### config.mk
export PLATFORM = sky130hd
export DESIGN_NAME = ramio_arbiter_flat
export DESIGN_NICKNAME = d
export VERILOG_FILES = /design/src/rtl/ramio_arbiter_if.sv /design/src/rtl/ramio_arbiter.sv /design/src/flat_wrapper.sv
export SDC_FILE = /design/constraint.sdc
export NUM_CORES = 1
export LEC_CHECK = 0
export ABC_AREA = 1
export ABC_CLOCK_PERIOD_IN_PS = 3100
export CORE_AREA = 2 2 121 123
export CTS_CLUSTER_SIZE = 28
export DETAILED_ROUTE_END_ITERATION = 16
export DIE_AREA = 0 0 123 125
export PLACE_DENSITY = 0.61
export SLEW_MARGIN = 0
export SYNTH_ARGS = -nofsm -noshare
export SYNTH_HDL_FRONTEND = slang
export SYNTH_SLANG_ARGS = --single-unit
### constraint.sdc
create_clock -name clk -period 3.1 [get_ports clk]
set_input_delay 0.465 -clock clk [delete_from_list [all_inputs] [get_ports clk]]
set_output_delay 0.465 -clock clk [all_outputs]
set_load 0.02 [all_outputs]
### src/rtl/ramio_arbiter_if.sv
// RAMIO request/response bundle: one instance per master port plus one for the shared RAMIO side.
interface ramio_arbiter_if;
  logic        enable;
  logic [1:0]  write_type;
  logic [2:0]  read_type;
  logic [31:0] address;
  logic [31:0] data_in;
  logic [31:0] data_out;
  logic        data_out_ready;
  logic        busy;

  modport master (output enable, write_type, read_type, address, data_in,
                  input  data_out, data_out_ready, busy);
  modport slave  (input  enable, write_type, read_type, address, data_in,
                  output data_out, data_out_ready, busy);
endinterface

### src/rtl/ramio_arbiter.sv
// Two-master arbiter for a single RAMIO port: round-robin on contention, per-grant quota,
// one dead cycle on every hand-over, zero-latency pass-through while owned.
module ramio_arbiter #(
  parameter int QUOTA = 8
) (
  input  logic clk,
  input  logic rst_n,
  ramio_arbiter_if.slave  m0,
  ramio_arbiter_if.slave  m1,
  ramio_arbiter_if.master s
);
  typedef enum logic [1:0] {IDLE, OWN0, OWN1, SWITCH} state_t;
  typedef struct packed {
    logic        en;
    logic [1:0]  wt;
    logic [2:0]  rt;
    logic [31:0] addr;
    logic [31:0] din;
  } req_t;

  localparam logic [8:0] QMAX = 9'(QUOTA);

  state_t     state, state_nxt;
  logic       rr, owner, wr_armed;
  logic [7:0] cnt;
  req_t       req0, req1, sreq;
  logic       own, own_en, other_en, comp, quota_hit;

  assign req0 = m0.enable ? {m0.enable, m0.write_type, m0.read_type, m0.address, m0.data_in} : '0;
  assign req1 = m1.enable ? {m1.enable, m1.write_type, m1.read_type, m1.address, m1.data_in} : '0;

  always_comb begin
    own       = (state == OWN0) || (state == OWN1);
    own_en    = owner ? m1.enable : m0.enable;
    other_en  = owner ? m0.enable : m1.enable;
    sreq      = '0;
    if (own) sreq = owner ? req1 : req0;
    // A write only completes once busy has been seen past its first cycle.
    comp      = own && ((s.data_out_ready && sreq.rt != 3'b000) ||
                        (!s.busy && sreq.wt != 2'b00 && wr_armed));
    quota_hit = ({1'b0, cnt} + 9'd1) >= QMAX;
    state_nxt = state;
    case (state)
      IDLE: begin
        if (m0.enable && m1.enable) state_nxt = rr ? OWN1 : OWN0;
        else if (m0.enable)         state_nxt = OWN0;
        else if (m1.enable)         state_nxt = OWN1;
      end
      OWN0, OWN1: begin
        if (!own_en)                            state_nxt = other_en ? SWITCH : IDLE;
        else if (comp && quota_hit && other_en) state_nxt = SWITCH;
      end
      SWITCH: begin
        if (other_en)    state_nxt = owner ? OWN0 : OWN1;
        else if (own_en) state_nxt = owner ? OWN1 : OWN0;
        else             state_nxt = IDLE;
      end
      default: state_nxt = IDLE;
    endcase
  end

  always_ff @(posedge clk or negedge rst_n) begin
    if (!rst_n) begin
      state    <= IDLE;
      rr       <= 1'b1;
      owner    <= 1'b0;
      cnt      <= '0;
      wr_armed <= 1'b0;
    end else begin
      state <= state_nxt;
      if (state_nxt != state) begin
        cnt      <= '0;
        wr_armed <= 1'b0;
      end else begin
        if (comp && {1'b0, cnt} < QMAX) cnt <= cnt + 8'd1;
        wr_armed <= own && !comp && sreq.wt != 2'b00;
      end
      // rr always points away from the master just granted.
      if ((state_nxt == OWN0 || state_nxt == OWN1) && state_nxt != state) begin
        owner <= (state_nxt == OWN1);
        rr    <= (state_nxt == OWN0);
      end
    end
  end

  assign s.enable     = sreq.en;
  assign s.write_type = sreq.wt;
  assign s.read_type  = sreq.rt;
  assign s.address    = sreq.addr;
  assign s.data_in    = sreq.din;

  assign m0.data_out       = s.data_out;
  assign m1.data_out       = s.data_out;
  assign m0.data_out_ready = (state == OWN0) && s.data_out_ready;
  assign m1.data_out_ready = (state == OWN1) && s.data_out_ready;
  assign m0.busy           = (state == OWN0) ? s.busy : 1'b1;
  assign m1.busy           = (state == OWN1) ? s.busy : 1'b1;
endmodule

### src/flat_wrapper.sv
// flat-port wrapper written by rule: the top's interface ports become plain ports
module ramio_arbiter_flat 
#(
  parameter int QUOTA = 8
)
  (clk, rst_n, m0_enable, m0_write_type, m0_read_type, m0_address, m0_data_in, m0_data_out, m0_data_out_ready, m0_busy, m1_enable, m1_write_type, m1_read_type, m1_address, m1_data_in, m1_data_out, m1_data_out_ready, m1_busy, s_enable, s_write_type, s_read_type, s_address, s_data_in, s_data_out, s_data_out_ready, s_busy);
  ramio_arbiter_if m0_i ();
  ramio_arbiter_if m1_i ();
  ramio_arbiter_if s_i ();
  input  logic clk;
  input  logic rst_n;
  input wire logic [$bits(m0_i.enable)-1:0] m0_enable;
  input wire logic [$bits(m0_i.write_type)-1:0] m0_write_type;
  input wire logic [$bits(m0_i.read_type)-1:0] m0_read_type;
  input wire logic [$bits(m0_i.address)-1:0] m0_address;
  input wire logic [$bits(m0_i.data_in)-1:0] m0_data_in;
  output wire logic [$bits(m0_i.data_out)-1:0] m0_data_out;
  output wire logic [$bits(m0_i.data_out_ready)-1:0] m0_data_out_ready;
  output wire logic [$bits(m0_i.busy)-1:0] m0_busy;
  input wire logic [$bits(m1_i.enable)-1:0] m1_enable;
  input wire logic [$bits(m1_i.write_type)-1:0] m1_write_type;
  input wire logic [$bits(m1_i.read_type)-1:0] m1_read_type;
  input wire logic [$bits(m1_i.address)-1:0] m1_address;
  input wire logic [$bits(m1_i.data_in)-1:0] m1_data_in;
  output wire logic [$bits(m1_i.data_out)-1:0] m1_data_out;
  output wire logic [$bits(m1_i.data_out_ready)-1:0] m1_data_out_ready;
  output wire logic [$bits(m1_i.busy)-1:0] m1_busy;
  output wire logic [$bits(s_i.enable)-1:0] s_enable;
  output wire logic [$bits(s_i.write_type)-1:0] s_write_type;
  output wire logic [$bits(s_i.read_type)-1:0] s_read_type;
  output wire logic [$bits(s_i.address)-1:0] s_address;
  output wire logic [$bits(s_i.data_in)-1:0] s_data_in;
  input wire logic [$bits(s_i.data_out)-1:0] s_data_out;
  input wire logic [$bits(s_i.data_out_ready)-1:0] s_data_out_ready;
  input wire logic [$bits(s_i.busy)-1:0] s_busy;
  assign m0_i.enable = m0_enable;
  assign m0_i.write_type = m0_write_type;
  assign m0_i.read_type = m0_read_type;
  assign m0_i.address = m0_address;
  assign m0_i.data_in = m0_data_in;
  assign m0_data_out = m0_i.data_out;
  assign m0_data_out_ready = m0_i.data_out_ready;
  assign m0_busy = m0_i.busy;
  assign m1_i.enable = m1_enable;
  assign m1_i.write_type = m1_write_type;
  assign m1_i.read_type = m1_read_type;
  assign m1_i.address = m1_address;
  assign m1_i.data_in = m1_data_in;
  assign m1_data_out = m1_i.data_out;
  assign m1_data_out_ready = m1_i.data_out_ready;
  assign m1_busy = m1_i.busy;
  assign s_enable = s_i.enable;
  assign s_write_type = s_i.write_type;
  assign s_read_type = s_i.read_type;
  assign s_address = s_i.address;
  assign s_data_in = s_i.data_in;
  assign s_i.data_out = s_data_out;
  assign s_i.data_out_ready = s_data_out_ready;
  assign s_i.busy = s_busy;
  ramio_arbiter #(.QUOTA(QUOTA)) u_core (.clk(clk), .rst_n(rst_n), .m0(m0_i), .m1(m1_i), .s(s_i));
endmodule
After elaboration in Yosys (flattened, before gate mapping)
Cells that the tools add are included.
{"block": "op_classes", "eq_ne": 6, "n_mux": 23, "order_cmp": 2, "reduce_logical": 23, "add_sub_neg": 2}
{"cell": "$mux 70", "n": 4}
{"cell": "$mux 2", "n": 11}
{"cell": "$mux 8", "n": 2}
{"cell": "$logic_and 1x1->1", "n": 13}
{"cell": "$add 8x1->9 const B", "n": 1}
{"cell": "$ge 9x4->1 const B", "n": 1}
{"cell": "$add 8x1->8 const B", "n": 1}
{"cell": "$lt 8x4->1 const B", "n": 1}
{"cell": "$eq 2x2->1 const B", "n": 3}
{"cell": "$pmux 2 s3", "n": 1}
{"cell": "$mux 1", "n": 5}
{"cell": "$eq 2x1->1 const B", "n": 2}
{"cell": "$reduce_bool 2->1", "n": 2}
{"cell": "$logic_or 1x1->1", "n": 3}
{"cell": "$reduce_bool 3->1", "n": 1}
{"cell": "$logic_not 1->1", "n": 2}
{"cell": "$logic_not 2->1", "n": 1}
{"cell": "$ne 2x2->1", "n": 1}
{"cell": "$reduce_or 2->1", "n": 1}
{"block": "word_totals", "input_bits": 176, "output_inout_bits": 138, "word_cells": 61, "regBits": 13}

Logic depth before layout (Yosys ltp)
{"block": "depth", "depth_word": 16, "mapped_depth": 19, "ltp_nobuf": 18}

Worst setup path before layout
OpenSTA, ideal clock, no wires.
{"block": "synth_path", "path_kind": "flip-flop to output port", "from": "register u_core.state[0]", "to": "output port s_address[12]", "arrival_ns": 2.247, "path_stages_with_launch": 9, "path_buffers": 2, "required_ns": 2.635, "slack_ns": 0.388, "path_cell_list": "dfrtp_1 -> inv_1 -> ha_1 -> o21ai_0 -> nor2_1 -> inv_2 -> buf_2 -> buf_2 -> a21oi_1"}
{"block": "synth_via", "elab_chain_len": 3, "word_cells_on_any_way": 4, "classes_between": "2 x eq/ne; 1 x mux; 1 x reduce/logical"}
{"element": "start, declared", "line": "ramio_arbiter.sv:23", "source": "state_t state, state_nxt;"}
{"element": "start signal, assigned", "line": "ramio_arbiter.sv:70", "source": "state <= state_nxt;"}
{"element": "$eq 2x1->1 / $eq 2x2->1 (equally long branches)", "line": "ramio_arbiter.sv:33", "source": "own = (state == OWN0) || (state == OWN1);"}
{"element": "$logic_or 1x1->1 (*)", "line": "ramio_arbiter.sv:33"}
{"element": "$mux 70 (*)", "line": "ramio_arbiter.sv:37", "source": "if (own) sreq = owner ? req1 : req0;"}
{"element": "end, declared", "line": "flat_wrapper.sv:31", "source": "output wire logic [$bits(s_i.address)-1:0] s_address;"}
Mark *: on every way between the ends. The rest lies on a longest branch, timed or not.

Worst setup path in the final report
{"block": "layout_path", "from": "register u_core.state[1]", "to": "output port s_data_in[9]"}
{"block": "layout_via", "elab_chain_len": 3, "word_cells_on_any_way": 4, "classes_between": "2 x eq/ne; 1 x mux; 1 x reduce/logical"}
{"element": "$eq 2x1->1 / $eq 2x2->1 (equally long branches)", "line": "ramio_arbiter.sv:33"}
{"element": "$logic_or 1x1->1 (*)", "line": "ramio_arbiter.sv:33"}
{"element": "$mux 70 (*)", "line": "ramio_arbiter.sv:37"}
{"element": "end, declared", "line": "flat_wrapper.sv:32", "source": "output wire logic [$bits(s_i.data_in)-1:0] s_data_in;"}
Marked as above.

==> flow_summary.ini <==
[timing]
worst_slack_ps = 118
fmax_ghz = 0.335
min_period_ps = 2980
slew_headroom_pct = 60.1
timing.hold.ws_ps = 472
final-hold-violation-count = 0
final.period_utilization_pct = 96.2
drv_slew = 0
tightest_slew_ps = 596
skew_ps = 1.05
setup_violations = 0

[power_and_ir_drop]
power_frac_comb_pct = 86.0
power_frac_seq_pct = 7.1
ir_drop_uv = 353
p_leak_nw = 2.12
clkPwrFrac_pct = 6.9
swShare_pct = 52.2
internal_power_w = 0.00170
p_switching_w = 0.00186
powerDensity_nw_per_um2 = 802

[clocking]
cts_buffer_depth = 2
htreeDepth = 1
cts_root_buffer = clkbuf_16
cts_tree = done
post_cts_buffers = 0
clk_latency_ps = 240
path_clk_slew_ps = 40
clock_sinks = 13
cts_buffers = 3

[run]
drv_cap = 0

[drt]
firstDrtPassIters = 4
drt_iter0_markers = 156
post_drt_wl_per_cell_um = 13.7
drt_wl_total_mm = 10.3
drt.antenna.violating_nets = 0
drc_errors = 0
vias = 3058
avgViaCountPerCell = 4.05

[synth]
synth_area_um2 = 2390
synthTopCellsByArea = buf_4, nand2_1, dfrtp_1, nor2_1, a21oi_1
yosysTopAreaCell = buf_4
synth_top_area_share_pct = 21.0
yosysUniqueCellTypes = 25
ys_ff_latch = 13
seq_area_frac_synth_pct = 13.7
synth_cells = 426
yosysWarnings = 0
avgSynthCellArea_um2 = 5.62
syn_nets = 610

[place]
dp.cells = 751
port_buffers = 217
dp_hpwl_mm = 8.39
gp_congestion = 0.776
dp_slack_ps = 112

[outcome]
status = finished, final reports clean

[cells_and_area]
regArea_um2 = 328
drive_gt1_share_pct = 5.78
fillers = 1557
nets = 756
layoutNonFillerInstCount = 755
multi_input_area_um2 = 1380
fin_util_pct = 31.2
most-common-layout-cells = clkdlybuf4s50_1, nand2_1, nor2_1, a21oi_1, nor3_1
syn_to_final_growth_pct = 85.3
antenna_cells = 0
final_common_cell = clkdlybuf4s50_1

[floorplan]
die-area_um2 = 15400
die_h_um = 125
core_area_um2 = 14200
num_rows = 44
start_util_pct = 16.8
die_w_um = 123
pin_count = 314

[worst_setup_path]
crit_path_end_kind = primary output
worstPathRequired_ps = 2630
timing_worst_setup_path_type = reg -> out
startpoint_type = register
crit_arrival_ps = 2520
cp_top_family = buffers and inverters
critical-path-max-stage-delay_ps = 640
cp_max_fo = 18
path_buf_inv = 4
cpMaxStageDelayCell = clkdlybuf4s50_1
path_cells = inv_1 > ha_1 > o21ai_0 > nor2_2 > inv_4 > buf_12 > nor3_1 > clkdlybuf4s50_1

[grt]
grt_pass1_wl_mm = 15.7
grt_max_degree = 51
track_usage_pct = 12.7
overflow = 0
grt_antenna_before_repair = 0
first_global_vias = 2933

[min_path]
hp-class = reg -> reg
[final cells by class]
class                   count  area share, %
flip-flops and latches     13           7.39
inverters                  25           2.17
well taps                 184           5.19
repair buffers            230           52.4
multi-input cells         299           31.1
clock buffers               4           1.78
[flip-flops by register name (all words and copies together), names as in the netlist]
name and cells:
u_core.owner 1, u_core.rr 1, u_core.state 2, u_core.cnt 8, u_core.wr_armed 1
[cells by family after synthesis]
family	Yosys count	share of synthesized area [%]
adders and majority gates	8	4.18
xor gates and xnor gates	3	1.10
DFF	13	13.7
and+or+nand+nor	242	42.1
buffers and inverters	114	28.9
AOI/OAI and AO/OA	46	10.1
[layer usage]
layer / vias up / GRT usage, % / wire, um
li1: 1556 / - / -
met1: 1317 / 15.6 / 4140
met2: 177 / 22.3 / 5150
met3: 8 / 3.38 / 907
met4: 0 / 2.34 / 102
met5: - / 0 / 0
[Yosys cell counts (all sizes together)]
cell	count
nand2	117
nor2	75
buf	70
a21oi	40
nor3	32
inv	25
clkbuf	19
nand3	17
dfrtp	12
ha	8
xor2	3
a31oi	2
o21ai	2
a21boi	1
dfstp	1
nand4	1
o211ai	1
[through the flow]
stage	total power (W)	area, um^2	setup TNS [ps]
finish	0.00355	4430	0
global route	0.00387	4430	-522
CTS	0.00361	4400	0
detailed placement	0.00337	4320	0
global placement	0.00337	4320	0
floorplan	0.00207	2390	0
[path summary, 6_finish.rpt]
path / from / to / depth (start not counted) / slack (ps)
setup reg to reg: u_core.state[1] / u_core.owner / 18 / 590
min in group asynchronous: rst_n / u_core.cnt[4] / 1 / 600
hold / removal: u_core.rr / u_core.rr / 2 / 470
max in group asynchronous: rst_n / u_core.owner / 1 / 2070
hold reg to reg: u_core.rr / u_core.rr / 2 / 470
setup / recovery: u_core.state[1] / s_data_in[9] / 8 / 120
[power by group through the flow]
stage | logic, W | clock network (W) | registers [W]
global route | 0.00336 | 0.000258 | 0.000258
detailed placement | 0.00311 | 0 | 0.000254
finish | 0.00306 | 0.000245 | 0.000251
global placement | 0.00312 | 0 | 0.000253
floorplan | 0.00183 | 0 | 0.000245
CTS | 0.00311 | 0.000249 | 0.000252
[worst min-delay path: stages, from the launching register on]
cell,delay (ps)
dfstp_2,370
nand2_1,60
nand2_1,40
[timing repair]
item | 4_1_cts | 5_1_grt
gates resized for setup | 4 | 16
endpoints found under the setup margin | 4 | 43
hold buffers | 0 | 0
pin swaps | 0 | 0
(Power assumes the default switching activity.)
